$ cat src/rtl/unidad_de_control_multiciclo_pkg.sv
// Shared types and encodings for the multicycle control unit: FSM states,
// RV32I opcodes, ALU operation codes and datapath mux select codes.
package pkg_control;

   typedef enum logic [3:0] {
      FETCH,
      DECODE,
      MEMADR,
      MEMREAD,
      MEMWB,
      MEMWRITE,
      EXECR,
      EXECI,
      ALUWB,
      BEQ,
      LUI,
      ILLEGAL
   } state_t;

   localparam logic [6:0] OP_LOAD  = 7'b0000011;
   localparam logic [6:0] OP_STORE = 7'b0100011;
   localparam logic [6:0] OP_RTYPE = 7'b0110011;
   localparam logic [6:0] OP_ITYPE = 7'b0010011;
   localparam logic [6:0] OP_BEQ   = 7'b1100011;
   localparam logic [6:0] OP_LUI   = 7'b0110111;

   localparam logic [2:0] ALU_ADD = 3'b000;
   localparam logic [2:0] ALU_SUB = 3'b001;
   localparam logic [2:0] ALU_AND = 3'b010;
   localparam logic [2:0] ALU_OR  = 3'b011;
   localparam logic [2:0] ALU_SLT = 3'b101;

   localparam logic [1:0] SRCA_PC    = 2'b00;
   localparam logic [1:0] SRCA_OLDPC = 2'b01;
   localparam logic [1:0] SRCA_RS1   = 2'b10;

   localparam logic [1:0] SRCB_RS2  = 2'b00;
   localparam logic [1:0] SRCB_IMM  = 2'b01;
   localparam logic [1:0] SRCB_FOUR = 2'b10;

   localparam logic [1:0] RES_ALUOUT = 2'b00;
   localparam logic [1:0] RES_DATA   = 2'b01;
   localparam logic [1:0] RES_ALU    = 2'b10;
   localparam logic [1:0] RES_IMM    = 2'b11;

   localparam logic [1:0] IMM_I = 2'b00;
   localparam logic [1:0] IMM_S = 2'b01;
   localparam logic [1:0] IMM_U = 2'b10;
   localparam logic [1:0] IMM_B = 2'b11;

   // Instruction-field format presented to the sign extender for a given opcode.
   function automatic logic [1:0] imm_fmt_of(input logic [6:0] op);
      logic [1:0] fmt;
      case (op)
         OP_STORE: fmt = IMM_S;
         OP_LUI:   fmt = IMM_U;
         OP_BEQ:   fmt = IMM_B;
         default:  fmt = IMM_I;
      endcase
      return fmt;
   endfunction

endpackage

$ cat src/rtl/unidad_de_control_multiciclo_if.sv
// Memory handshake between the control unit (master) and the memory system (slave).
interface unidad_de_control_multiciclo_if;
   logic mem_req;
   logic mem_write;
   logic adr_src;
   logic mem_ready;

   modport master (output mem_req, output mem_write, output adr_src, input mem_ready);
   modport slave  (input mem_req, input mem_write, input adr_src, output mem_ready);
endinterface

$ cat src/rtl/unidad_de_control_multiciclo_decodificador_alu.sv
// ALU operation decoder for register and immediate arithmetic instructions.
module decodificador_alu
   import pkg_control::*;
(
   input  logic [2:0] funct3,
   input  logic       funct7b5,
   input  logic       is_rtype,
   output logic [2:0] alu_op
);

   always_comb begin
      alu_op = ALU_ADD;
      case (funct3)
         // funct7b5 only selects subtraction for R-type; addi ignores it.
         3'b000:  alu_op = (is_rtype && funct7b5) ? ALU_SUB : ALU_ADD;
         3'b111:  alu_op = ALU_AND;
         3'b110:  alu_op = ALU_OR;
         3'b010:  alu_op = ALU_SLT;
         default: alu_op = ALU_ADD;
      endcase
   end

endmodule

$ cat src/rtl/unidad_de_control_multiciclo.sv
// Multicycle control FSM: sequences fetch/decode/execute/memory/writeback and
// aborts memory accesses that wait longer than WAIT_MAX cycles.
module unidad_de_control_multiciclo
   import pkg_control::*;
#(
   parameter int WAIT_MAX = 15,
   parameter int CNT_W    = 8
) (
   input  logic                            clk,
   input  logic                            reset,
   input  logic [6:0]                      opcode,
   input  logic [2:0]                      funct3,
   input  logic                            funct7b5,
   input  logic                            zero,
   unidad_de_control_multiciclo_if.master  mem_bus,
   output logic                            ir_write,
   output logic                            pc_write,
   output logic                            reg_write,
   output logic [1:0]                      alu_src_a,
   output logic [1:0]                      alu_src_b,
   output logic [2:0]                      alu_op,
   output logic [1:0]                      result_src,
   output logic [1:0]                      imm_fmt,
   output logic                            imn_src,
   output logic                            illegal_instr,
   output logic                            bus_error
);

   state_t           state_q, state_d;
   logic [CNT_W-1:0] wait_cnt_q, wait_cnt_d;
   logic             is_wait;
   logic             timeout;
   logic [2:0]       exec_op;
   logic             mem_req_c, mem_write_c, adr_src_c;

   assign is_wait = (state_q == FETCH) || (state_q == MEMREAD) || (state_q == MEMWRITE);
   // A ready on the final allowed cycle wins over the timeout.
   assign timeout = is_wait && !mem_bus.mem_ready && (wait_cnt_q == CNT_W'(WAIT_MAX));

   decodificador_alu u_decodificador_alu (
      .funct3   (funct3),
      .funct7b5 (funct7b5),
      .is_rtype (state_q == EXECR),
      .alu_op   (exec_op)
   );

   always_ff @(posedge clk) begin
      if (reset) begin
         state_q    <= FETCH;
         wait_cnt_q <= '0;
      end else begin
         state_q    <= state_d;
         wait_cnt_q <= wait_cnt_d;
      end
   end

   always_comb begin
      state_d    = state_q;
      wait_cnt_d = '0;
      case (state_q)
         FETCH: begin
            if (mem_bus.mem_ready)  state_d = DECODE;
            else if (timeout)       state_d = FETCH;
            else                    wait_cnt_d = wait_cnt_q + 1'b1;
         end
         DECODE: begin
            case (opcode)
               OP_LOAD, OP_STORE: state_d = MEMADR;
               OP_RTYPE:          state_d = EXECR;
               OP_ITYPE:          state_d = EXECI;
               OP_BEQ:            state_d = BEQ;
               OP_LUI:            state_d = LUI;
               default:           state_d = ILLEGAL;
            endcase
         end
         MEMADR:  state_d = (opcode == OP_LOAD) ? MEMREAD : MEMWRITE;
         MEMREAD: begin
            if (mem_bus.mem_ready)  state_d = MEMWB;
            else if (timeout)       state_d = FETCH;
            else                    wait_cnt_d = wait_cnt_q + 1'b1;
         end
         MEMWRITE: begin
            if (mem_bus.mem_ready || timeout) state_d = FETCH;
            else                              wait_cnt_d = wait_cnt_q + 1'b1;
         end
         EXECR, EXECI: state_d = ALUWB;
         default:      state_d = FETCH;
      endcase
   end

   always_comb begin
      mem_req_c     = 1'b0;
      mem_write_c   = 1'b0;
      adr_src_c     = 1'b0;
      ir_write      = 1'b0;
      pc_write      = 1'b0;
      reg_write     = 1'b0;
      alu_src_a     = SRCA_PC;
      alu_src_b     = SRCB_RS2;
      alu_op        = ALU_ADD;
      result_src    = RES_ALUOUT;
      imm_fmt       = IMM_I;
      imn_src       = 1'b0;
      illegal_instr = 1'b0;
      bus_error     = 1'b0;
      if (!reset) begin
         imm_fmt = imm_fmt_of(opcode);
         imn_src = (imm_fmt_of(opcode) == IMM_U);
         case (state_q)
            FETCH: begin
               mem_req_c  = !timeout;
               alu_src_b  = SRCB_FOUR;
               result_src = RES_ALU;
               ir_write   = mem_bus.mem_ready;
               pc_write   = mem_bus.mem_ready;
               bus_error  = timeout;
            end
            DECODE: begin
               alu_src_a = SRCA_OLDPC;
               alu_src_b = SRCB_IMM;
            end
            MEMADR: begin
               alu_src_a = SRCA_RS1;
               alu_src_b = SRCB_IMM;
            end
            MEMREAD: begin
               mem_req_c = !timeout;
               adr_src_c = 1'b1;
               bus_error = timeout;
            end
            MEMWB: begin
               result_src = RES_DATA;
               reg_write  = 1'b1;
            end
            MEMWRITE: begin
               mem_req_c   = !timeout;
               mem_write_c = !timeout;
               adr_src_c   = 1'b1;
               bus_error   = timeout;
            end
            EXECR, EXECI: begin
               alu_src_a = SRCA_RS1;
               alu_src_b = (state_q == EXECI) ? SRCB_IMM : SRCB_RS2;
               alu_op    = exec_op;
            end
            ALUWB: begin
               result_src = RES_ALUOUT;
               reg_write  = 1'b1;
            end
            BEQ: begin
               alu_src_a  = SRCA_RS1;
               alu_src_b  = SRCB_RS2;
               alu_op     = ALU_SUB;
               result_src = RES_ALUOUT;
               pc_write   = zero;
            end
            LUI: begin
               result_src = RES_IMM;
               reg_write  = 1'b1;
            end
            ILLEGAL: illegal_instr = 1'b1;
            default: ;
         endcase
      end
   end

   assign mem_bus.mem_req   = mem_req_c;
   assign mem_bus.mem_write = mem_write_c;
   assign mem_bus.adr_src   = adr_src_c;

endmodule

$ cat src/flat_wrapper.sv
// flat-port wrapper written by rule: the top's interface ports become plain ports
module unidad_de_control_multiciclo_flat import pkg_control::*;
#(
   parameter int WAIT_MAX = 15,
   parameter int CNT_W    = 8
)
  (clk, reset, opcode, funct3, funct7b5, zero, ir_write, pc_write, reg_write, alu_src_a, alu_src_b, alu_op, result_src, imm_fmt, imn_src, illegal_instr, bus_error, mem_bus_mem_req, mem_bus_mem_write, mem_bus_adr_src, mem_bus_mem_ready);
  unidad_de_control_multiciclo_if mem_bus_i ();
  input  logic clk;
  input  logic reset;
  input  logic [6:0] opcode;
  input  logic [2:0] funct3;
  input  logic funct7b5;
  input  logic zero;
  output logic ir_write;
  output logic pc_write;
  output logic reg_write;
  output logic [1:0] alu_src_a;
  output logic [1:0] alu_src_b;
  output logic [2:0] alu_op;
  output logic [1:0] result_src;
  output logic [1:0] imm_fmt;
  output logic imn_src;
  output logic illegal_instr;
  output logic bus_error;
  output wire logic [$bits(mem_bus_i.mem_req)-1:0] mem_bus_mem_req;
  output wire logic [$bits(mem_bus_i.mem_write)-1:0] mem_bus_mem_write;
  output wire logic [$bits(mem_bus_i.adr_src)-1:0] mem_bus_adr_src;
  input wire logic [$bits(mem_bus_i.mem_ready)-1:0] mem_bus_mem_ready;
  assign mem_bus_mem_req = mem_bus_i.mem_req;
  assign mem_bus_mem_write = mem_bus_i.mem_write;
  assign mem_bus_adr_src = mem_bus_i.adr_src;
  assign mem_bus_i.mem_ready = mem_bus_mem_ready;
  unidad_de_control_multiciclo #(.WAIT_MAX(WAIT_MAX), .CNT_W(CNT_W)) u_core (.clk(clk), .reset(reset), .opcode(opcode), .funct3(funct3), .funct7b5(funct7b5), .zero(zero), .mem_bus(mem_bus_i), .ir_write(ir_write), .pc_write(pc_write), .reg_write(reg_write), .alu_src_a(alu_src_a), .alu_src_b(alu_src_b), .alu_op(alu_op), .result_src(result_src), .imm_fmt(imm_fmt), .imn_src(imn_src), .illegal_instr(illegal_instr), .bus_error(bus_error));
endmodule
$ cat config.mk
export PLATFORM = sky130hd
export DESIGN_NAME = unidad_de_control_multiciclo_flat
export DESIGN_NICKNAME = d
export VERILOG_FILES = /design/src/rtl/unidad_de_control_multiciclo_pkg.sv /design/src/rtl/unidad_de_control_multiciclo_if.sv /design/src/rtl/unidad_de_control_multiciclo_decodificador_alu.sv /design/src/rtl/unidad_de_control_multiciclo.sv /design/src/flat_wrapper.sv
export SDC_FILE = /design/constraint.sdc
export NUM_CORES = 1
export LEC_CHECK = 0
export BUFFER_PORTS_ARGS = -buffer_cell sky130_fd_sc_hd__buf_2
export CORE_ASPECT_RATIO = 0.75
export CORE_UTILIZATION = 44
export CTS_CLUSTER_DIAMETER = 120
export DETAILED_ROUTE_END_ITERATION = 12
export GPL_TIMING_DRIVEN = 0
export HOLD_SLACK_MARGIN = 0.02
export PLACE_DENSITY_LB_ADDON = 0.25
export SYNTH_ARGS = -nofsm -noshare
export SYNTH_HDL_FRONTEND = slang
export SYNTH_SLANG_ARGS = --single-unit
$ cat constraint.sdc
create_clock -name clk -period 1.3 [get_ports clk]
set_clock_uncertainty 0.1 [all_clocks]
set_input_delay 0.065 -clock clk [delete_from_list [all_inputs] [get_ports clk]]
set_output_delay 0.065 -clock clk [all_outputs]
set_load 0.03 [all_outputs]
==> impl_metrics.env, run 1 <==
export IMPL_async_flop_share_pct=0
export IMPL_ys_warn_count=0
export IMPL_dieArea_mm2=0.002436
export IMPL_drc=4
export IMPL_routabilityCongestion=0.9211
export IMPL_grt_first_pass_wirelength_um=7010
export IMPL_core_area_mm2=0.002067
export IMPL_tightest_slew_ns=0.9897
export IMPL_postSynthCellCount=138
export IMPL_min_period_ns=1.865
export IMPL_slew_violations=0
export IMPL_syn_nets=154
export IMPL_clock_sinks=12
export IMPL_ys_top_cells_by_count="24 x nor2_1, 12 x dfxtp_1, 12 x nand2_1"
export IMPL_drive_gt1_share_pct=65.69
export IMPL_cp_arrival_ns=1.70
export IMPL_die_x_um=56.66
export IMPL_reg2reg_from="u_core.state_q[3]"
export IMPL_track_usage_pct=39.48
export IMPL_outcome="finished, violations left"
export IMPL_io_pins=35
export IMPL_crit_required_ns=1.13
export IMPL_detail_route_antenna_nets=0
export IMPL_nets=221
export IMPL_critPathKind="register to output port"
export IMPL_routed_wl_um=6231
export IMPL_regToRegSetupSlack_ns=-0.41
export IMPL_cp_max_fo=5
export IMPL_rsz0062_at_grt="true"
export IMPL_cap_violations=0
export IMPL_clkLatencyLatePin_ns=0.33
export IMPL_p_leak_nw=0.8101
export IMPL_htreeDepth=1
export IMPL_max_freq_mhz=536.1
export IMPL_grt_overflow_total=0
export IMPL_rows=14
export IMPL_violations="DRC, setup timing"
export IMPL_ys_seq_area_share_pct=24.37
export IMPL_reg2reg_depth=4
export IMPL_grt_max_degree=11
export IMPL_cts_root_buf="clkbuf_4"
export IMPL_startpoint="u_core.state_q[3]"
export IMPL_critical_path_startpoint_type="register"
export IMPL_setup_viol=29
export IMPL_synth_seq_cells=12
export IMPL_hold_class="primary input to register"
export IMPL_yosys_area_top_type_share_pct=24.37
export IMPL_yosysMostFrequentCell="nor2_1"
export IMPL_placed_cell_area_mm2=0.001361
export IMPL_vias_per_cell=7.180
export IMPL_hold_viol=0
export IMPL_dp_hpwl_um=2097
export IMPL_cts_tree="built"
export IMPL_n_antenna_cell=0
export IMPL_yosysUniqueCellTypes=41
export IMPL_synth_largest_area_cell="dfxtp_1"
export IMPL_drtIter0Drc=171
export IMPL_ctsHoldBuffers=0
export IMPL_fin_area_mm2=0.002004
export IMPL_yosys_top_cells_area="dfxtp_1 24%, nor2_1 9.1%, nor3_1 5.6%, a21oi_1 4.6%, nand2_1 4.6%"
export IMPL_powerDensity_mw_per_mm2=1484
export IMPL_area_delta_synth_final_pct=103.3
export IMPL_synth_edff_count=0
export IMPL_fin_ws_ns=-0.5654
export IMPL_portBuffers=33
export IMPL_die_h_um=43.00
export IMPL_dr_pass1_iters=9
export IMPL_clk_pin_slew_ns=0.08
export IMPL_syn_avg_cell_area_um2=7.145
export IMPL_ir_drop_mv=1.075
export IMPL_placed_cells=195
export IMPL_clockBufferDepth=2
export IMPL_rr_endpoint="u_core.wait_cnt_q[0]"
export IMPL_dr_total_vias=1637
export IMPL_endpoint="result_src[0]"
export IMPL_synth_area_um2=985.9
export IMPL_slew_headroom_pct=34.02
export IMPL_wl_per_cell_um=27.33
export IMPL_setup_worst_path_end_class="output port"
export IMPL_power_total_mw=2.974
export IMPL_grt_pass1_vias=1308
export IMPL_fin_cells=228
export IMPL_fin_crit_sh_pct=143.5
export IMPL_ys_flop_type="dfxtp_1"
export IMPL_antenna_found_initial=0
export IMPL_initial_core_util_pct=47.70
export IMPL_cts_buffers=3
==> final cells by class <==
type | count | area, µm²
Multi-Input combinational cell | 112 | 1070
Timing Repair Buffer | 63 | 521.8
Sequential cell | 12 | 260.3
Buffer | 7 | 63.81
Fill cell | 35 | 62.56
Clock buffer | 4 | 36.28
Tap cell | 24 | 30.03
Inverter | 6 | 22.52
==> layer usage <==
metal  global-route usage [%]  wire, µm  share of wire, %
met4                    19.50       704                11
met5                        0         0                 0
met1                    48.52      2067                33
met3                    7.317       878                14
met2                    66.43      2581                41
==> how the worst min path moves through the flow <==
stage | startpoint | to | slack (ns) | depth (start not counted)
6_report | opcode[5] | u_core.state_q[1] | 0.1 | 4
5_1_grt | opcode[5] | u_core.state_q[1] | 0.09 | 4
4_1_cts | opcode[2] | u_core.state_q[3] | 0.04 | 3
3_5_place_dp | u_core.wait_cnt_q[0] | u_core.wait_cnt_q[0] | 0.34 | 1
3_3_place_gp | u_core.wait_cnt_q[0] | u_core.wait_cnt_q[0] | 0.33 | 1
2_1_floorplan | funct3[2] | alu_op[2] | 0.07 | 1
==> cells in the final DEF (no fill, tap or decap), types with 3 or more instances in the layout <==
cell	Yosys	routed
buf_2	4	17
nor2_4	0	6
nor3_4	0	5
o21ai_1	1	4
nand2b_4	0	4
dfxtp_1	12	4
nand2_1	12	10
buf_6	1	24
buf_4	0	25
nor2_2	0	4
nor2_1	24	14
inv_1	6	4
a21oi_1	9	5
nor3_2	1	3
dfxtp_2	0	4
xor2_1	4	4
clkbuf_4	0	3
nor3_1	11	4
dfxtp_4	0	4
==> metrics by stage <==
| stage | hold slack, ns | utilization [%] | TNS, ns | worst slack, ns |
|---|---|---|---|---|
| 3_3_place_gp | 0.3261 | 65.86 | -4.031 | -0.3684 |
| 5_1_grt | 0.08692 | 96.97 | -12.66 | -0.5944 |
| 6_report | 0.09849 | 96.97 | -11.75 | -0.5654 |
| 3_5_place_dp | 0.3390 | 65.86 | -5.016 | -0.3904 |
| 4_1_cts | 0.04419 | 86.92 | -7.530 | -0.4624 |
| 2_1_floorplan | 0.07103 | - | -1.996 | -0.2382 |
==> kinds of logic (layout without fill, tap and decap cells) <==
logic type / after synthesis / after routing / synth area share, %
simple gates: 79 / 79 / 44.29
compound gates: 25 / 25 / 16.50
buf+inv: 14 / 80 / 6.599
flops: 12 / 12 / 24.37
xor+xnor: 7 / 7 / 6.980
fa+ha+maj: 1 / 1 / 1.269
==> repair_timing <==
action	CTS	global route
setup buffers	15	15
gates resized for setup	79	27
setup endpoints to repair	29	29
gates cloned	1	0
pin swaps	12	8
hold endpoints to repair	0	0
==> sequential cells by signal (all words and copies together) (netlist names) <==
name / count
u_core.state_q: 4
u_core.wait_cnt_q: 8
==> worst max-delay path: stages (launching register included) <==
cell	delay, ns
dfxtp_2	0.36
buf_6	0.15
or2b_4	0.28
nor2_2	0.17
a21oi_1	0.11
nor3_2	0.13
buf_4	0.19
==> power breakdown <==
group | leakage [nW] | internal, mW | total [mW] | switching [mW]
Sequential | 0.102 | 0.416 | 0.501 | 0.0844
Combinational | 0.687 | 0.948 | 2.11 | 1.16
Clock | 0.0210 | 0.172 | 0.367 | 0.195
Total | 0.810 | 1.54 | 2.97 | 1.44
No activity file was read; power rests on OpenSTA's default activity.
==> run 2, diff against run 1 <==
CELL_PAD_IN_SITES_DETAIL_PLACEMENT = 2   (was not set)
CELL_PAD_IN_SITES_GLOBAL_PLACEMENT = 2   (was not set)
CORE_UTILIZATION = 23   (was 44)
==> run 2 against run 1 <==
  * The flow finishes with violations (setup timing)
  * Count of clock-buffer cells in the layout fell by 1
  * Combinational power up 5%
  * Wire length decreased by 1.9%
  * Critical path type unchanged
  * Critical endpoint is now mem_bus_mem_write
  * Largest power group unchanged
==> impl_metrics.env, run 2 (same netlist as run 1, synthesis figures left out) <==
export IMPL_setup_worst_path_end_class="output port"
export IMPL_grt_pass1_vias=1361
export IMPL_reg2reg_depth=8
export IMPL_worst_path_max_delay_cell="o311a_4"
export IMPL_fin_crit_sh_pct=138.8
export IMPL_crit_top_cell="buf_6"
export IMPL_worstPathBufferInverterCount=3
export IMPL_dr_pass1_iters=4
export IMPL_ctsHoldBuffers=0
export IMPL_grt_overflow_total=0
export IMPL_cp_cell_sequence="buf_6 > buf_4 > nor2_2 > a32oi_4 > o311a_4 > buf_6"
export IMPL_placed_cell_area_mm2=0.001400
export IMPL_min_delay_start="opcode[2]"
export IMPL_vias_per_cell=5.115
export IMPL_rows=20
export IMPL_track_usage_pct=21.18
export IMPL_initial_core_util_pct=24.17
export IMPL_die_x_um=77.60
export IMPL_min_period_ns=1.804
export IMPL_antenna_found_initial=0
export IMPL_max_freq_mhz=554.4
export IMPL_critPathKind="register to output port"
export IMPL_cts_tree="built"
export IMPL_io_pins=35
export IMPL_pre_cts_ws_ns=-0.5075
export IMPL_largest_reg_flops=8
export IMPL_p_leak_nw=0.8173
export IMPL_tightest_slew_ns=0.9056
export IMPL_dp_hpwl_um=2696
export IMPL_power_total_mw=3.018
export IMPL_clock_sinks=12
export IMPL_hold_end="u_core.state_q[3]"
export IMPL_dr_total_vias=1335
export IMPL_holdPathStages=3
export IMPL_critical_path_startpoint_type="register"
export IMPL_clockBufferDepth=2
export IMPL_rsz0062_at_grt="true"
export IMPL_hold_class="primary input to register"
export IMPL_crit_family="compound AO/OA/AOI/OAI gates"
export IMPL_outcome="finished, violations left"
export IMPL_drtIter0Drc=46
export IMPL_area_delta_synth_final_pct=113.8
export IMPL_powerDensity_mw_per_mm2=1432
export IMPL_drive_gt1_share_pct=69.42
export IMPL_setup_tns_ns=-8.816
export IMPL_clkLatencyLatePin_ns=0.25
export IMPL_cts_root_buf="clkbuf_8"
export IMPL_rr_endpoint="u_core.state_q[1]"
export IMPL_grt_first_pass_wirelength_um=7327
export IMPL_routed_wl_um=6113
export IMPL_die_h_um=58.70
export IMPL_ir_drop_mv=0.5594
export IMPL_fin_area_mm2=0.002108
export IMPL_hold_viol=0
export IMPL_n_antenna_cell=0
export IMPL_grt_max_degree=11
export IMPL_layout_common_cells="28 x buf_6, 25 x buf_4, 16 x buf_2"
export IMPL_slew_headroom_pct=39.62
export IMPL_routabilityCongestion=0.7715
export IMPL_cp_max_fo=7
export IMPL_cap_violations=0
export IMPL_max_stage_delay_ns=0.35
export IMPL_cp_arrival_ns=1.64
export IMPL_fin_ws_ns=-0.5038
export IMPL_cts_buffers=3
export IMPL_violations="setup timing"
export IMPL_wl_per_cell_um=23.42
export IMPL_mostFrequentLayoutCell="buf_6"
export IMPL_regToRegSetupSlack_ns=-0.38
export IMPL_reg2reg_from="u_core.state_q[1]"
export IMPL_clk_pin_slew_ns=0.06
export IMPL_drc=0
export IMPL_slew_violations=0
export IMPL_fillers=415
export IMPL_setup_viol=29
export IMPL_hold_ws_ns=0.1790
export IMPL_detail_route_antenna_nets=0
export IMPL_largest_register="u_core.wait_cnt_q"
export IMPL_dieArea_mm2=0.004555
export IMPL_nets=224
export IMPL_core_area_mm2=0.004079
export IMPL_top_regs="u_core.wait_cnt_q (8), u_core.state_q (4)"
export IMPL_crit_required_ns=1.13
export IMPL_htreeDepth=1
export IMPL_portBuffers=33
[run 2: per-layer routing]
metal	track usage [%]	share of wire, %	vias to the layer above
met3	3.256	3.1	10
li1	-	-	628
met4	1.617	2.3	0
met5	0	0	-
met2	41.21	54	32
met1	25.78	41	665
[run 2: layout make-up]
type	instances	area (µm²)	area share, %
repair buffers	65	538.0	25.52
plain buffers	8	87.58	4.154
inverters	6	22.52	1.068
flip-flops and latches	12	261.5	12.40
well taps	55	68.82	3.264
clock buffers	3	41.29	1.958
multi-input cells	112	1089	51.63
[run 2: worst reg2reg max path: cells and delay by family, from the launching register on]
family                 cells  cell delay (ns)
AO/OA/AOI/OAI              3             0.54
AND/OR/NAND/NOR            1             0.05
flip-flops                 1             0.33
buffers and inverters      4             0.58
[run 2: how the worst max path moves through the flow]
stage          cells past startpoint         startpoint  slack [ns]           endpoint
6_report                           6  u_core.state_q[1]       -0.50  mem_bus_mem_write
5_1_grt                            5  u_core.state_q[2]       -0.54          alu_op[0]
4_1_cts                            6  u_core.state_q[3]       -0.43          alu_op[2]
3_5_place_dp                       6  u_core.state_q[0]       -0.51       alu_src_b[0]
3_3_place_gp                       6  u_core.state_q[0]       -0.45       alu_src_b[0]
2_1_floorplan                      4  u_core.state_q[3]       -0.24      result_src[1]
[run 2: where the power goes]
| group | total (mW) | switching [mW] | internal, mW |
|---|---|---|---|
| Sequential | 0.467 | 0.0517 | 0.415 |
| Clock | 0.347 | 0.143 | 0.204 |
| Combinational | 2.21 | 1.19 | 1.02 |
[run 2: stage by stage]
step	util, %	instances
3_5_place_dp	34.33	226
5_1_grt	51.69	261
4_1_cts	46.14	248
2_1_floorplan	-	138
3_3_place_gp	34.33	226
6_report	51.69	261
[run 2: repair_timing]
item / CTS / global route
gates resized for setup: 84 / 36
cloned: 0 / 0
setup endpoints to repair: 29 / 29
pin swaps: 22 / 15
buffers inserted: 19 / 14
==> run 3, diff against run 2 <==
==> constraint.sdc (replaced) <==
create_clock -name clk -period 1.3 [get_ports clk]
set_clock_uncertainty 0.1 [all_clocks]
set_input_delay 0.13 -clock clk [delete_from_list [all_inputs] [get_ports clk]]
set_output_delay 0.13 -clock clk [all_outputs]
set_load 0.03 [all_outputs]
==> run 3 against run 2 <==
  * The flow still finishes with violations (setup timing)
  * Clock power decreased by 4%
  * Wire length increased by 17%
  * Hold slack improved by 0.079 ns
  * Global-route usage increased by 4.4 points
  * Flip-flop and latch count unchanged
  * Via count increased by 5.1%
  * Count of clock-buffer cells in the layout unchanged
  * Fmax decreased by 4.3%
  * Die area unchanged
  * Register-to-register slack got worse by 0.11 ns
  * Power increased by 8.3%
  * Non-clock buffer count increased by 3
  * Critical endpoint is now bus_error
  * Largest power group unchanged
==> impl_metrics.env, run 3 (same netlist as run 1, synthesis figures left out) <==
export IMPL_grt_first_pass_wirelength_um=8700
export IMPL_detail_route_antenna_nets=0
export IMPL_grt_pass1_vias=1484
export IMPL_cap_violations=0
export IMPL_hold_viol=0
export IMPL_slew_headroom_pct=45.63
export IMPL_slew_violations=0
export IMPL_powerDensity_mw_per_mm2=1451
export IMPL_multi_input_area_mm2=0.001175
export IMPL_worstPathBufferInverterCount=2
export IMPL_min_period_ns=1.886
export IMPL_cts_buffers=3
export IMPL_rsz0062_at_grt="true"
export IMPL_fillers=407
export IMPL_cp_max_fo=6
export IMPL_violations="setup timing"
export IMPL_cp_cell_sequence="nor4_4 > nand2b_4 > buf_12 > nor4_4 > buf_6"
export IMPL_crit_required_ns=1.07
export IMPL_dr_total_vias=1403
export IMPL_mostFrequentLayoutCell="buf_6"
export IMPL_fin_ws_ns=-0.5856
export IMPL_drtIter0Drc=71
export IMPL_ctsHoldBuffers=0
export IMPL_reg2reg_depth=5
export IMPL_portBuffers=33
export IMPL_tightest_slew_ns=0.8155
export IMPL_max_freq_mhz=530.3
export IMPL_dieArea_mm2=0.004555
export IMPL_clockBufferDepth=2
export IMPL_crit_top_cell="nor4_4"
export IMPL_largest_reg_flops=8
export IMPL_placed_cell_area_mm2=0.001416
export IMPL_regToRegSetupSlack_ns=-0.49
export IMPL_antenna_found_initial=0
export IMPL_top_regs="u_core.wait_cnt_q (8), u_core.state_q (4)"
export IMPL_cts_tree="built"
export IMPL_io_pins=35
export IMPL_drc=0
export IMPL_crit_family="simple AND/OR/NAND/NOR gates"
export IMPL_drive_gt1_share_pct=75.12
export IMPL_max_stage_delay_ns=0.37
export IMPL_die_x_um=77.60
export IMPL_p_leak_nw=0.8698
export IMPL_clock_sinks=12
export IMPL_layout_common_cells="32 x buf_6, 23 x buf_4, 15 x buf_2"
export IMPL_fin_area_mm2=0.002252
export IMPL_holdPathStages=3
export IMPL_cts_root_buf="clkbuf_8"
export IMPL_fin_crit_sh_pct=145.0
export IMPL_area_delta_synth_final_pct=128.4
export IMPL_setup_viol=31
export IMPL_hold_end="u_core.state_q[3]"
export IMPL_worst_path_max_delay_cell="nor4_4"
export IMPL_critical_path_startpoint_type="register"
export IMPL_rows=20
export IMPL_track_usage_pct=25.62
export IMPL_ir_drop_mv=0.7633
export IMPL_dp_hpwl_um=2774
export IMPL_vias_per_cell=5.314
export IMPL_core_area_mm2=0.004079
export IMPL_wl_per_cell_um=27.12
export IMPL_setup_tns_ns=-11.31
export IMPL_min_delay_start="opcode[2]"
export IMPL_n_antenna_cell=0
export IMPL_hold_class="primary input to register"
export IMPL_reg2reg_from="u_core.state_q[2]"
export IMPL_cp_arrival_ns=1.66
export IMPL_die_h_um=58.70
export IMPL_htreeDepth=1
export IMPL_critPathKind="register to output port"
export IMPL_clk_pin_slew_ns=0.05
export IMPL_clkLatencyLatePin_ns=0.24
export IMPL_grt_overflow_total=0
export IMPL_largest_register="u_core.wait_cnt_q"
export IMPL_routabilityCongestion=0.8413
export IMPL_rr_endpoint="u_core.state_q[2]"
export IMPL_routed_wl_um=7159
export IMPL_grt_max_degree=11
export IMPL_dr_pass1_iters=4
export IMPL_nets=227
export IMPL_setup_worst_path_end_class="output port"
export IMPL_seqCellArea_um2=257.7
export IMPL_outcome="finished, violations left"
export IMPL_initial_core_util_pct=24.17
-- run 3: changes by cell type in the layout (fill, tap and decap cells not counted), moves of 2 or more --
cell | previous run | this run
nor3b_1 | 2 | 0
buf_4 | 25 | 23
a21oi_1 | 3 | 5
nor2_1 | 11 | 8
nor3b_2 | 1 | 3
a21oi_2 | 4 | 2
buf_6 | 28 | 32
nor2_2 | 5 | 9
nor3_1 | 2 | 0
nor3_2 | 4 | 7
-- run 3: per-stage QoR --
step                hold WS, ns  power (mW)  setup slack, ns  utilization [%]  std cells
global route             0.2565       3.367          -0.6528            55.21        264
floorplan                0.2010       1.303          -0.3032                -        138
finish                   0.2576       3.268          -0.5856            55.21        264
CTS                      0.2196       2.681          -0.5166            48.10        251
detailed placement       0.3444       1.599          -0.5721            34.72        226
global placement         0.3263       1.566          -0.5044            34.72        226
-- run 3: routing by layer --
layer	routed length, µm	global-route usage, %	up-vias
li1	-	-	631
met1	3094	29.02	718
met2	3681	50.06	39
met3	155	3.101	15
met4	228	9.164	0
met5	0	0	-
-- run 3: how the worst max path moves through the flow --
stage / start / end / slack [ns] / cells past startpoint
2_1_floorplan: u_core.state_q[3] / result_src[1] / -0.30 / 4
3_3_place_gp: u_core.state_q[2] / mem_bus_mem_write / -0.50 / 4
3_5_place_dp: u_core.state_q[0] / alu_src_b[0] / -0.57 / 6
4_1_cts: u_core.wait_cnt_q[6] / mem_bus_mem_write / -0.52 / 4
5_1_grt: u_core.wait_cnt_q[6] / bus_error / -0.65 / 5
6_report: u_core.wait_cnt_q[6] / bus_error / -0.59 / 5
-- run 3: worst min-delay path, stage by stage --
cell and delay [ns]:
buf_2 0.16, o21ai_2 0.20, a211oi_2 0.07
-- run 3: final cells by class --
type	instances	share of cell area [%]
tap	55	3.056
sequential	12	11.44
clock buffer	3	1.833
timing repair buffer	68	26.22
multi-input combinational	112	52.17
inverter	6	1.333
buffer	8	3.944
-- run 3: power breakdown --
part,switching [mW],total (mW),internal (mW)
logic,1.33,2.47,1.14
clock network,0.128,0.332,0.203
registers,0.0472,0.464,0.417
total,1.50,3.27,1.76
-- run 3: repair_timing --
action | 4_1_cts | 5_1_grt
hold endpoints to repair | 0 | 0
pin swaps | 23 | 20
gates resized for setup | 88 | 51
endpoints found under the setup margin | 29 | 29
buffers inserted | 22 | 17
